$ cat src/rtl/led_pager.sv
// rtl/led_pager.sv - six-digit debug page scheduler for the 7-segment panel
module led_pager #(
   parameter int DWELL = 50_000_000,
   parameter int CW    = $clog2(DWELL)
) (
   input  logic        clk,
   input  logic        reset_n,
   input  logic        next_btn,
   input  logic        auto_en,
   input  logic        hold,
   input  logic        blank,
   input  logic [15:0] cc,
   input  logic [15:0] pc,
   input  logic [15:0] ad,
   input  logic [7:0]  ins,
   input  logic [7:0]  st,
   input  logic [7:0]  op,
   output logic [2:0]  page,
   output logic [7:0]  dig5,
   output logic [7:0]  dig4,
   output logic [7:0]  dig3,
   output logic [7:0]  dig2,
   output logic [7:0]  dig1,
   output logic [7:0]  dig0
);

   localparam logic [CW-1:0] DWELL_LAST = CW'(DWELL - 1);
   localparam logic [7:0]    OFF        = 8'd127;

   logic          btn_q;
   logic [CW-1:0] dwell_cnt;
   logic [15:0]   snap;
   logic          btn_edge;
   logic          expire;
   logic          adv;
   logic [2:0]    page_next;
   logic [15:0]   cur_src;
   logic [15:0]   new_src;

   // Source field for a page index; 8-bit fields are zero-extended, bad indices read 0.
   function automatic logic [15:0] page_src(input logic [2:0] p);
      case (p)
         3'd0:    page_src = cc;
         3'd1:    page_src = pc;
         3'd2:    page_src = ad;
         3'd3:    page_src = {8'h00, ins};
         3'd4:    page_src = {8'h00, st};
         3'd5:    page_src = {8'h00, op};
         default: page_src = 16'h0000;
      endcase
   endfunction

   // Advance decision, next page (with wrap and recovery from 6/7), and source muxes.
   always_comb begin
      btn_edge = next_btn & ~btn_q;
      expire   = auto_en & (dwell_cnt == DWELL_LAST);
      adv      = btn_edge | expire;
      if (page > 3'd5)
         page_next = 3'd0;
      else if (adv)
         page_next = (page == 3'd5) ? 3'd0 : page + 3'd1;
      else
         page_next = page;
      cur_src = page_src(page);
      new_src = page_src(page_next);
   end

   // Button history, dwell timer, page index and value snapshot.
   always_ff @(posedge clk or negedge reset_n) begin
      if (!reset_n) begin
         btn_q     <= 1'b0;
         dwell_cnt <= '0;
         page      <= 3'd0;
         snap      <= 16'h0000;
      end else begin
         btn_q <= next_btn;
         page  <= page_next;
         if (adv || !auto_en)
            dwell_cnt <= '0;
         else
            dwell_cnt <= dwell_cnt + CW'(1);
         // A page change always shows fresh data for the new page, even under hold.
         if (adv)
            snap <= new_src;
         else if (!hold)
            snap <= cur_src;
      end
   end

   // Digit codes: label in the two left digits, hex nibbles of the snapshot on the right.
   always_ff @(posedge clk or negedge reset_n) begin
      if (!reset_n) begin
         {dig5, dig4, dig3, dig2, dig1, dig0} <= {6{OFF}};
      end else if (blank) begin
         {dig5, dig4, dig3, dig2, dig1, dig0} <= {6{OFF}};
      end else begin
         case (page)
            3'd0:    {dig5, dig4} <= {8'd67, 8'd67};
            3'd1:    {dig5, dig4} <= {8'd80, 8'd67};
            3'd2:    {dig5, dig4} <= {8'd65, 8'd68};
            3'd3:    {dig5, dig4} <= {8'd73, 8'd78};
            3'd4:    {dig5, dig4} <= {8'd83, 8'd84};
            3'd5:    {dig5, dig4} <= {8'd79, 8'd80};
            default: {dig5, dig4} <= {OFF, OFF};
         endcase
         if (page <= 3'd2) begin
            dig3 <= {4'h0, snap[15:12]};
            dig2 <= {4'h0, snap[11:8]};
         end else begin
            dig3 <= OFF;
            dig2 <= OFF;
         end
         if (page <= 3'd5) begin
            dig1 <= {4'h0, snap[7:4]};
            dig0 <= {4'h0, snap[3:0]};
         end else begin
            dig1 <= OFF;
            dig0 <= OFF;
         end
      end
   end

endmodule

$ cat config.mk
export PLATFORM = sky130hd
export DESIGN_NAME = led_pager
export DESIGN_NICKNAME = d
export VERILOG_FILES = /design/src/rtl/led_pager.sv
export SDC_FILE = /design/constraint.sdc
export NUM_CORES = 1
export LEC_CHECK = 0
export CAP_MARGIN = 25
export CORE_MARGIN = 3
export CORE_UTILIZATION = 44
export CTS_CLUSTER_DIAMETER = 60
export CTS_CLUSTER_SIZE = 28
export DETAILED_ROUTE_END_ITERATION = 10
export PLACE_DENSITY = 0.78
export SYNTH_ARGS = -nofsm -noshare
export SYNTH_HDL_FRONTEND = slang
export SYNTH_SLANG_ARGS = --single-unit
$ cat constraint.sdc
create_clock -name clk -period 2.4 [get_ports clk]
set_clock_uncertainty 0.05 [all_clocks]
set_input_delay 0.36 -clock clk [delete_from_list [all_inputs] [get_ports clk]]
set_output_delay 0.36 -clock clk [all_outputs]
set_load 0.1 [all_outputs]
# After elaboration in Yosys (flattened, before gate mapping)

Cells that the tools add are included.

Add/subtract/negate cells: 2
$lt $le $gt $ge: 3
Eq/ne operators: 12
Multiplexer cells: 20
Bitwise logic cells: 4
Reduce and logical (&&, ||, !) cells: 5

Operators by type and width:

| kind                                                           | number |
|---|---|
| case mux 16 bit (6 select lines)                               | 2 |
| two-way mux 7 bit                                              | 8 |
| case mux 6 bit (6 select lines)                                | 1 |
| two-way mux 16 bit                                             | 2 |
| case mux 6 bit (5 select lines)                                | 1 |
| adder 26 x 1 -> 26 bit, second input constant                  | 1 |
| == test 26 bit, second input constant                          | 1 |
| two-way mux 26 bit                                             | 1 |
| == test 3 x 2 -> 1 bit, second input constant                  | 4 |
| == test 3 bit, second input constant                           | 4 |
| two-way mux 6 bit                                              | 2 |
| two-way mux 3 bit                                              | 3 |
| == test 3 x 1 -> 1 bit, second input constant                  | 2 |
| logical NOT 3 bit                                              | 2 |
| adder 3 x 1 -> 3 bit, second input constant                    | 1 |
| greater-than comparator 3 bit, second input constant           | 1 |
| less-or-equal comparator 3 x 2 -> 1 bit, second input constant | 1 |
| less-or-equal comparator 3 bit, second input constant          | 1 |
| AND 1 bit                                                      | 2 |
| inequality test 2 x 1 -> 1 bit, second input constant          | 1 |
| OR reduction 2 bit                                             | 1 |
| logical NOT 1 bit                                              | 1 |
| logical OR 1 bit                                               | 1 |
| NOT 1 bit                                                      | 1 |
| bitwise OR 1 bit                                               | 1 |

Bits in registers: 94
Output and inout bits: 51
Word-level logic and storage cells: 56

# Longest topological paths before layout

Gate-level depths: netlist of run 1.

Word-level depth: 8
Depth in mapped cells: 11

# Worst setup path before layout of run 1

OpenSTA, ideal clock, no wires.

Path kind: reg2reg
Start point: register page[1]
End point: register snap[1]
Arrival: 2.929 ns
Required time: 2.219 ns
Slack: -0.710 ns
Stages on the path, launching flop included: 12
Clock period less this slack: 3.110 ns
Path through: dfrtp_1 -> clkbuf_1 -> and2_0 -> clkbuf_1 -> ha_1 -> buf_1 -> nand4_1 -> nand3b_1 -> clkbuf_1 -> a221o_1 -> a21oi_1 -> a31oi_1

Cells in the longest elaborated chain, start to end: 7
Elaborated cells on any way between the ends: 21
Classes of those cells: 1 x add/sub; 1 x order compare; 10 x eq/ne; 7 x mux; 2 x reduce/logical

Ends and longest elaborated chain:

| element                                                      | RTL line | text |
|---|---|---|
| from (decl)                                                  | 18       | `output logic [2:0] page,` |
| from (signal assigned)                                       | 77       | `page <= page_next;` |
| adder 3 x 1 -> 3 bit / == test 3 bit (equally long branches) | 61, 42   |  |
| two-way mux 3 bit                                            | 61       | `page_next = (page == 3'd5) ? 3'd0 : page + 3'd1;` |
| two-way mux 3 bit                                            | 60       | `else if (adv)` |
| two-way mux 3 bit                                            | 58       | `if (page > 3'd5)` |
| == test 3 bit (tied with other cells)                        | 42       | `case (p)` |
| case mux 16 bit (6 select lines)                             | 42       |  |
| two-way mux 16 bit *                                         | 83       | `if (adv)` |
| to (signal assigned)                                         | 84       | `snap <= new_src;` |
| to (signal assigned)                                         | 86       | `snap <= cur_src;` |
| to (decl)                                                    | 32       | `logic [15:0] snap;` |

Every way passes the cells marked *; elsewhere a longest branch is shown, timed or not. The select of a mux whose other input is x is not followed.
A chain may end at the register's enable or synchronous reset.

# Worst setup path after layout of run 1

Start point: register dwell_cnt[10]
End point: register snap[1]

Cells in the longest elaborated chain, start to end: 8
Elaborated cells on any way between the ends: 14
Classes of those cells: 7 x eq/ne; 4 x mux; 2 x bitwise; 1 x reduce/logical

Ends and longest elaborated chain:

| element                               | RTL line | text |
|---|---|---|
| from (decl)                           | 31       | `logic [CW-1:0] dwell_cnt;` |
| from (signal assigned)                | 81       | `dwell_cnt <= dwell_cnt + CW'(1);` |
| == test 26 bit *                      | 56       | `expire = auto_en & (dwell_cnt == DWELL_LAST);` |
| AND 1 bit *                           | 56       |  |
| bitwise OR 1 bit *                    | 57       | `adv = btn_edge \| expire;` |
| two-way mux 3 bit                     | 60       |  |
| two-way mux 3 bit                     | 58       |  |
| == test 3 bit (tied with other cells) | 42       |  |
| case mux 16 bit (6 select lines)      | 42       |  |
| two-way mux 16 bit                    | 83       |  |

Every way passes the cells marked *; elsewhere a longest branch is shown, timed or not.

==> flow_summary.ini, run 1 <==
[status]
status = finished with violations
violations = negative setup slack

[pwr]
power.leakage_nw = 2.74
p_per_area_mw_per_mm2 = 1230
max-vdd-ir-drop_uv = 910

[min_path]
min_from = next_btn
min_to = btn_q$_DFF_PN0_
holdCritPathClass = primary input to register
min_path_cells = 1

[critical_path]
rrSetupSlack_ns = -0.23
end_kind = register
worst_ep_arrival_time_ns = 2.81
crit_fanout = 8
critPathRequiredTime_ns = 2.58
worstSetupStartpoint = dwell_cnt[10]$_DFF_PN0_
worstSetupPathType = register to register
cp-start-kind = register
r2r_cells = 8
r2r_end = snap[1]$_DFFE_PN0P_
timing.rr.start = dwell_cnt[10]$_DFF_PN0_

[placed_design]
dpl.hpwl_microns = 10400
place_congestion = 0.867
pre_cts_ws_ns = -0.425
placed_area_sq_mm = 0.00613
io_buffers = 120
dp_cells = 783

[logic_synthesis]
synth_top_family_by_area = simple AND/OR/NAND/NOR gates
async_reset_ff_share_pct = 100
ys_top_cells_by_area = dfrtp_1, dfstp_2, nor2_1
synth-seq-area-share_pct = 42.3
synthAdderAreaFrac_pct = 0.554
synth_edf_count = 0
synth_compound_gate_area_share_pct = 18.5
synth_area_per_cell_sq_um = 8.95
synth.distinct_cells = 60
synth.cell_area_sq_mm = 0.00452
synth-warning-count = 0
synth_top_cell_by_area = dfrtp_1
synthFlopType = dfrtp_1
synthMuxAreaShare_pct = 4.71
syn_inst = 505
yosysTopAreaCellShare_pct = 25.5
synth-simple-area-share_pct = 22.4
synth-xor-area-share_pct = 4.84
ys_ff_latch = 75

[final_layout]
syn_to_final_growth_pct = 43.2
antenna_cells = 0
stdcell_count = 807
design_area_sq_mm = 0.00647
mostFrequentLayoutCell = buf_4
fin_nets = 749
drive_above_1_share_pct = 28.9
mostFrequentLayoutCells = buf_4, nor2_1, clkdlybuf4s50_1, dfrtp_1, nand2_1

[floorplanning]
rows = 36
fp.dieH_microns = 107
die_w_microns = 107
ios = 129
die_area_sq_mm = 0.0115
start_util_pct = 45.8
core_area_sq_mm = 0.00986

[detailed_routing]
drc_errors = 0
wl_per_cell_microns = 17.5
postRouteAntennaNets = 0
finalWirelength_microns = 14100
first_pass_iters = 6
viasPerCell = 5.67
vias = 4572
drt_first_iter_violations = 526

[cts]
clock-root-buffer = clkbuf_8
insertion_delay_ns = 0.36
cts_buffer_depth = 2
cts_buffers = 9
path_clk_slew_ns = 0.07
cts.sinks = 75
tritoncts = built
h-tree-depth = 3

[global_route]
grt_pass1_vias = 4474
grt_max_degree = 76
grt-ovfl-total = 0
track_usage_pct = 23.8
antenna_found_initial = 0
grt_pass1_wl_microns = 21700

[timing]
fin_crit_sh_pct = 110
layout_setup_ws_ns = -0.230
slew_violations = 0
setup_violations = 16
rsz0062_at_grt = true
hold_violations = 0
max_freq_mhz = 380
period_minus_slack_ns = 2.63

[run]
maxCapViolCount = 0
## area by class of cell
| cell class | instances | area, sq um |
|---|---|---|
| Fill cell | 786 | 3390 |
| Timing Repair Buffer | 196 | 1730 |
| Tap cell | 133 | 166 |
| Inverter | 8 | 30.0 |
| Multi-Input combinational cell | 379 | 2460 |
| Sequential cell | 75 | 1920 |
| Clock inverter | 6 | 40.0 |
| Clock buffer | 10 | 128 |
## critical path: stages, from the launching register on
cell,delay (ns)
dfrtp_1,0.40
or4b_4,0.54
nor4_4,0.30
a21oi_4,0.13
buf_12,0.16
mux2_4,0.36
a221o_1,0.38
a21oi_2,0.11
a31oi_1,0.08
## worst max-delay path by stage
| stage | endpoint | slack (ns) | depth (start not counted) |
|---|---|---|---|
| after floorplan | snap[1]$_DFFE_PN0P_ | -0.09 | 11 |
| after global placement | snap[1]$_DFFE_PN0P_ | -0.32 | 9 |
| after detailed placement | snap[6]$_DFFE_PN0P_ | -0.42 | 9 |
| after CTS | snap[7]$_DFFE_PN0P_ | -0.19 | 8 |
| after global routing | snap[7]$_DFFE_PN0P_ | -0.35 | 8 |
| final | snap[1]$_DFFE_PN0P_ | -0.23 | 8 |
## stage by stage
| step | util (%) | total power [mW] | hold slack, ns | setup TNS (ns) |
|---|---|---|---|---|
| 4_1_cts | 64.8 | 7.79 | 0.393 | -1.84 |
| 3_5_place_dp | 62.2 | 6.80 | 0.374 | -4.76 |
| 2_1_floorplan | - | 5.57 | 0.0144 | -0.941 |
| 5_1_grt | 65.6 | 8.30 | 0.423 | -4.56 |
| 3_3_place_gp | 62.2 | 6.75 | 0.366 | -4.26 |
| 6_report | 65.6 | 7.95 | 0.412 | -2.55 |
## cell usage after synthesis, drive strengths merged, types with 7 or more instances
| cell | n |
|---|---|
| clkbuf | 20 |
| xor2 | 10 |
| inv | 7 |
| a211oi | 9 |
| dfrtp | 46 |
| buf | 29 |
| nand2 | 35 |
| a21oi | 33 |
| mux2i | 19 |
| nand3 | 14 |
| nor2b | 13 |
| dfstp | 29 |
| o22ai | 11 |
| or3 | 9 |
| and3 | 10 |
| nor3 | 9 |
| o21ai | 19 |
| xnor2 | 15 |
| nor2 | 77 |
| a22o | 7 |
| nand2b | 11 |
## layer usage
metal  wire (microns)  part of all wire (%)  GRT usage, %  up-vias
met5                0                     0             0        -
met4              294                   2.1          10.6        0
met3             1170                   8.3          4.26       35
met2             6620                    47          36.5      241
met1             6010                    43          33.2     2184
li1                 -                     -             -     2112
## flip-flops by register name (all words and copies together) (netlist names)
signal / flops
dig5: 5
dig2: 5
dig3: 4
dig0: 5
snap: 16
dig1: 4
dig4: 6
btn_q: 1
dwell_cnt: 26
page: 3
## power breakdown
part	internal, mW	switching (mW)
clock	0.376	0.489
sequential	1.71	0.193
combinational	1.67	3.52
## repair_timing
item                                    4_1_cts  5_1_grt
hold buffers                                  1        0
resized for setup                             7       17
pin swaps                                     9       25
setup buffers                                 6        1
hold endpoints to repair                     46        0
endpoints found under the setup margin       16       16
## cell families after synthesis
family | count (synthesis)
xor gates and xnor gates | 25
muxes | 20
and+or+nand+nor | 204
AOI/OAI and AO/OA | 120
other | 2
buffers and inverters | 57
adders and majority gates | 2
DFF | 75
No activity file was read; power rests on OpenSTA's default activity.
==> run 2, diff against run 1 <==
--- a/config.mk
+++ b/config.mk
@@ -15,3 +15,4 @@
 export SYNTH_ARGS = -nofsm -noshare
 export SYNTH_HDL_FRONTEND = slang
 export SYNTH_SLANG_ARGS = --single-unit
+export TNS_END_PERCENT = 50
==> run 2 against run 1 <==
The run still ends with negative setup slack left. Clock power hardly changed. Sequential share of layout area is 0.063 points higher. Clock-buffer cell count stayed put. Worst setup slack worse by 0.048 ns. Critical path depth is 2 higher. Combinational power hardly changed. Flip-flop and latch count stayed put. Worst hold slack better by 0.0010 ns. Critical path type unchanged.
==> flow_summary.ini, run 2 (synthesis results as in run 1) <==
[final_layout]
nFillCells = 790
mostFrequentLayoutCell = buf_4
final-seq-area_sq_mm = 0.00192
multi_input_area_sq_mm = 0.00244
syn_to_final_growth_pct = 42.9
regMostFlops = dwell_cnt
stdcell_count = 807
antenna_cells = 0
drive_above_1_share_pct = 28.5
largest_reg_flops = 26
fin_nets = 749
mostFrequentLayoutCells = buf_4, nor2_1, clkdlybuf4s50_1, dfrtp_1, nand2_1
design_area_sq_mm = 0.00646

[pwr]
power.leakage_nw = 2.73
p_per_area_mw_per_mm2 = 1230
p_int_mw = 3.75
power_mw = 7.93
netSwitchingFraction_pct = 52.8
power.switching_mw = 4.19
clkPwrFrac_pct = 10.9
combPwrFrac_pct = 65.1
max-vdd-ir-drop_uv = 909
pwr-share-seq_pct = 24.0

[detailed_routing]
finalWirelength_microns = 14100
first_pass_iters = 8
viasPerCell = 5.68
drt_first_iter_violations = 494
postRouteAntennaNets = 0
vias = 4587
wl_per_cell_microns = 17.4
drc_errors = 0

[global_route]
grt-ovfl-total = 0
grt_pass1_wl_microns = 21700
grt_pass1_vias = 4462
grt_max_degree = 76
antenna_found_initial = 0
track_usage_pct = 23.8

[timing]
period_minus_slack_ns = 2.68
setup_tns_ns = -2.59
setup_violations = 16
hold_violations = 0
max_freq_mhz = 373
slew_violations = 0
rsz0062_at_grt = true
fin_crit_sh_pct = 112
layout_setup_ws_ns = -0.279

[min_path]
min_from = next_btn
holdCritPathClass = primary input to register

[floorplanning]
die_area_sq_mm = 0.0115
rows = 36
die_w_microns = 107
core_area_sq_mm = 0.00986
ios = 129
fp.dieH_microns = 107
start_util_pct = 45.8

[cts]
insertion_delay_ns = 0.36
h-tree-depth = 3
tritoncts = built
clock-root-buffer = clkbuf_8
cts_buffer_depth = 2
cts_buffers = 9
path_clk_slew_ns = 0.08
cts.sinks = 75

[run]
maxCapViolCount = 0

[critical_path]
worstSetupStartpoint = dwell_cnt[10]$_DFF_PN0_
cp-start-kind = register
timing.rr.start = dwell_cnt[10]$_DFF_PN0_
worst_ep_arrival_time_ns = 2.87
crit_fanout = 5
critPathRequiredTime_ns = 2.59
end_kind = register
worstSetupPathType = register to register

[placed_design]
dp_cells = 783
dpl.hpwl_microns = 10400
pre_cts_ws_ns = -0.425
place_congestion = 0.867
placed_area_sq_mm = 0.00613
io_buffers = 120

[status]
violations = negative setup slack
status = finished with violations
[run 2: changes by cell type in the layout (fill, tap and decap cells not counted)]
cell / before / now
a21oi_2: 9 / 7
o22ai_1: 10 / 11
a21oi_1: 23 / 25
o22ai_2: 1 / 0
[run 2: power by group through the flow]
stage,sequential [mW],clock [mW],combinational (mW)
final,1.91,0.863,5.16
after detailed placement,1.92,0,4.88
after floorplan,3.34,0,2.24
after global routing,1.94,0.932,5.42
after global placement,1.91,0,4.84
after CTS,1.90,0.886,5.00
[run 2: through the flow]
stage | utilization (%) | hold WS [ns]
after floorplan | - | 0.0144
after global placement | 62.2 | 0.366
after detailed placement | 62.2 | 0.374
after CTS | 64.8 | 0.393
after global routing | 65.5 | 0.423
final | 65.5 | 0.413
[run 2: metal layers]
layer / vias up / global-route usage, % / wire (microns)
met5: - / 0 / 0
met4: 0 / 10.4 / 344
met3: 45 / 4.26 / 1220
met2: 266 / 36.6 / 6510
met1: 2160 / 33.1 / 5990
li1: 2116 / - / -
[run 2: timing repair]
action	4_1_cts	5_1_grt
hold buffers	1	0
setup buffers	6	1
gates resized for setup	7	14
pin swaps	7	22
hold endpoints to repair	46	0
setup endpoints to repair	16	16
gates cloned	0	0
[run 2: final cells by class]
class / instances / share of cell area, %
clock buffers: 10 / 1.98
clock inverters: 6 / 0.620
inverters: 8 / 0.465
multi-input cells: 379 / 37.8
flip-flops and latches: 75 / 29.8
well taps: 133 / 2.58
repair buffers: 196 / 26.8
[run 2: worst paths after layout]
path	endpoint	slack, ns	depth (start not counted)
worst min-delay path	btn_q$_DFF_PN0_	0.41	1
min in group asynchronous	snap[10]$_DFFE_PN0P_	0.50	3
worst max-delay path	snap[14]$_DFFE_PN0P_	-0.28	10
max in group asynchronous	dig3[0]$_DFF_PN1_	1.42	3
worst max register to register	snap[14]$_DFFE_PN0P_	-0.28	10
worst min register to register	dig2[2]$_DFF_PN1_	0.42	1
[run 2: worst max-delay path, stage by stage (launching register included)]
cell	delay (ns)
dfrtp_1	0.40
or4b_4	0.54
nor4_4	0.30
buf_4	0.17
a21o_1	0.14
o2111ai_4	0.19
buf_6	0.19
buf_6	0.11
a22o_1	0.22
a21oi_1	0.16
o22ai_1	0.10
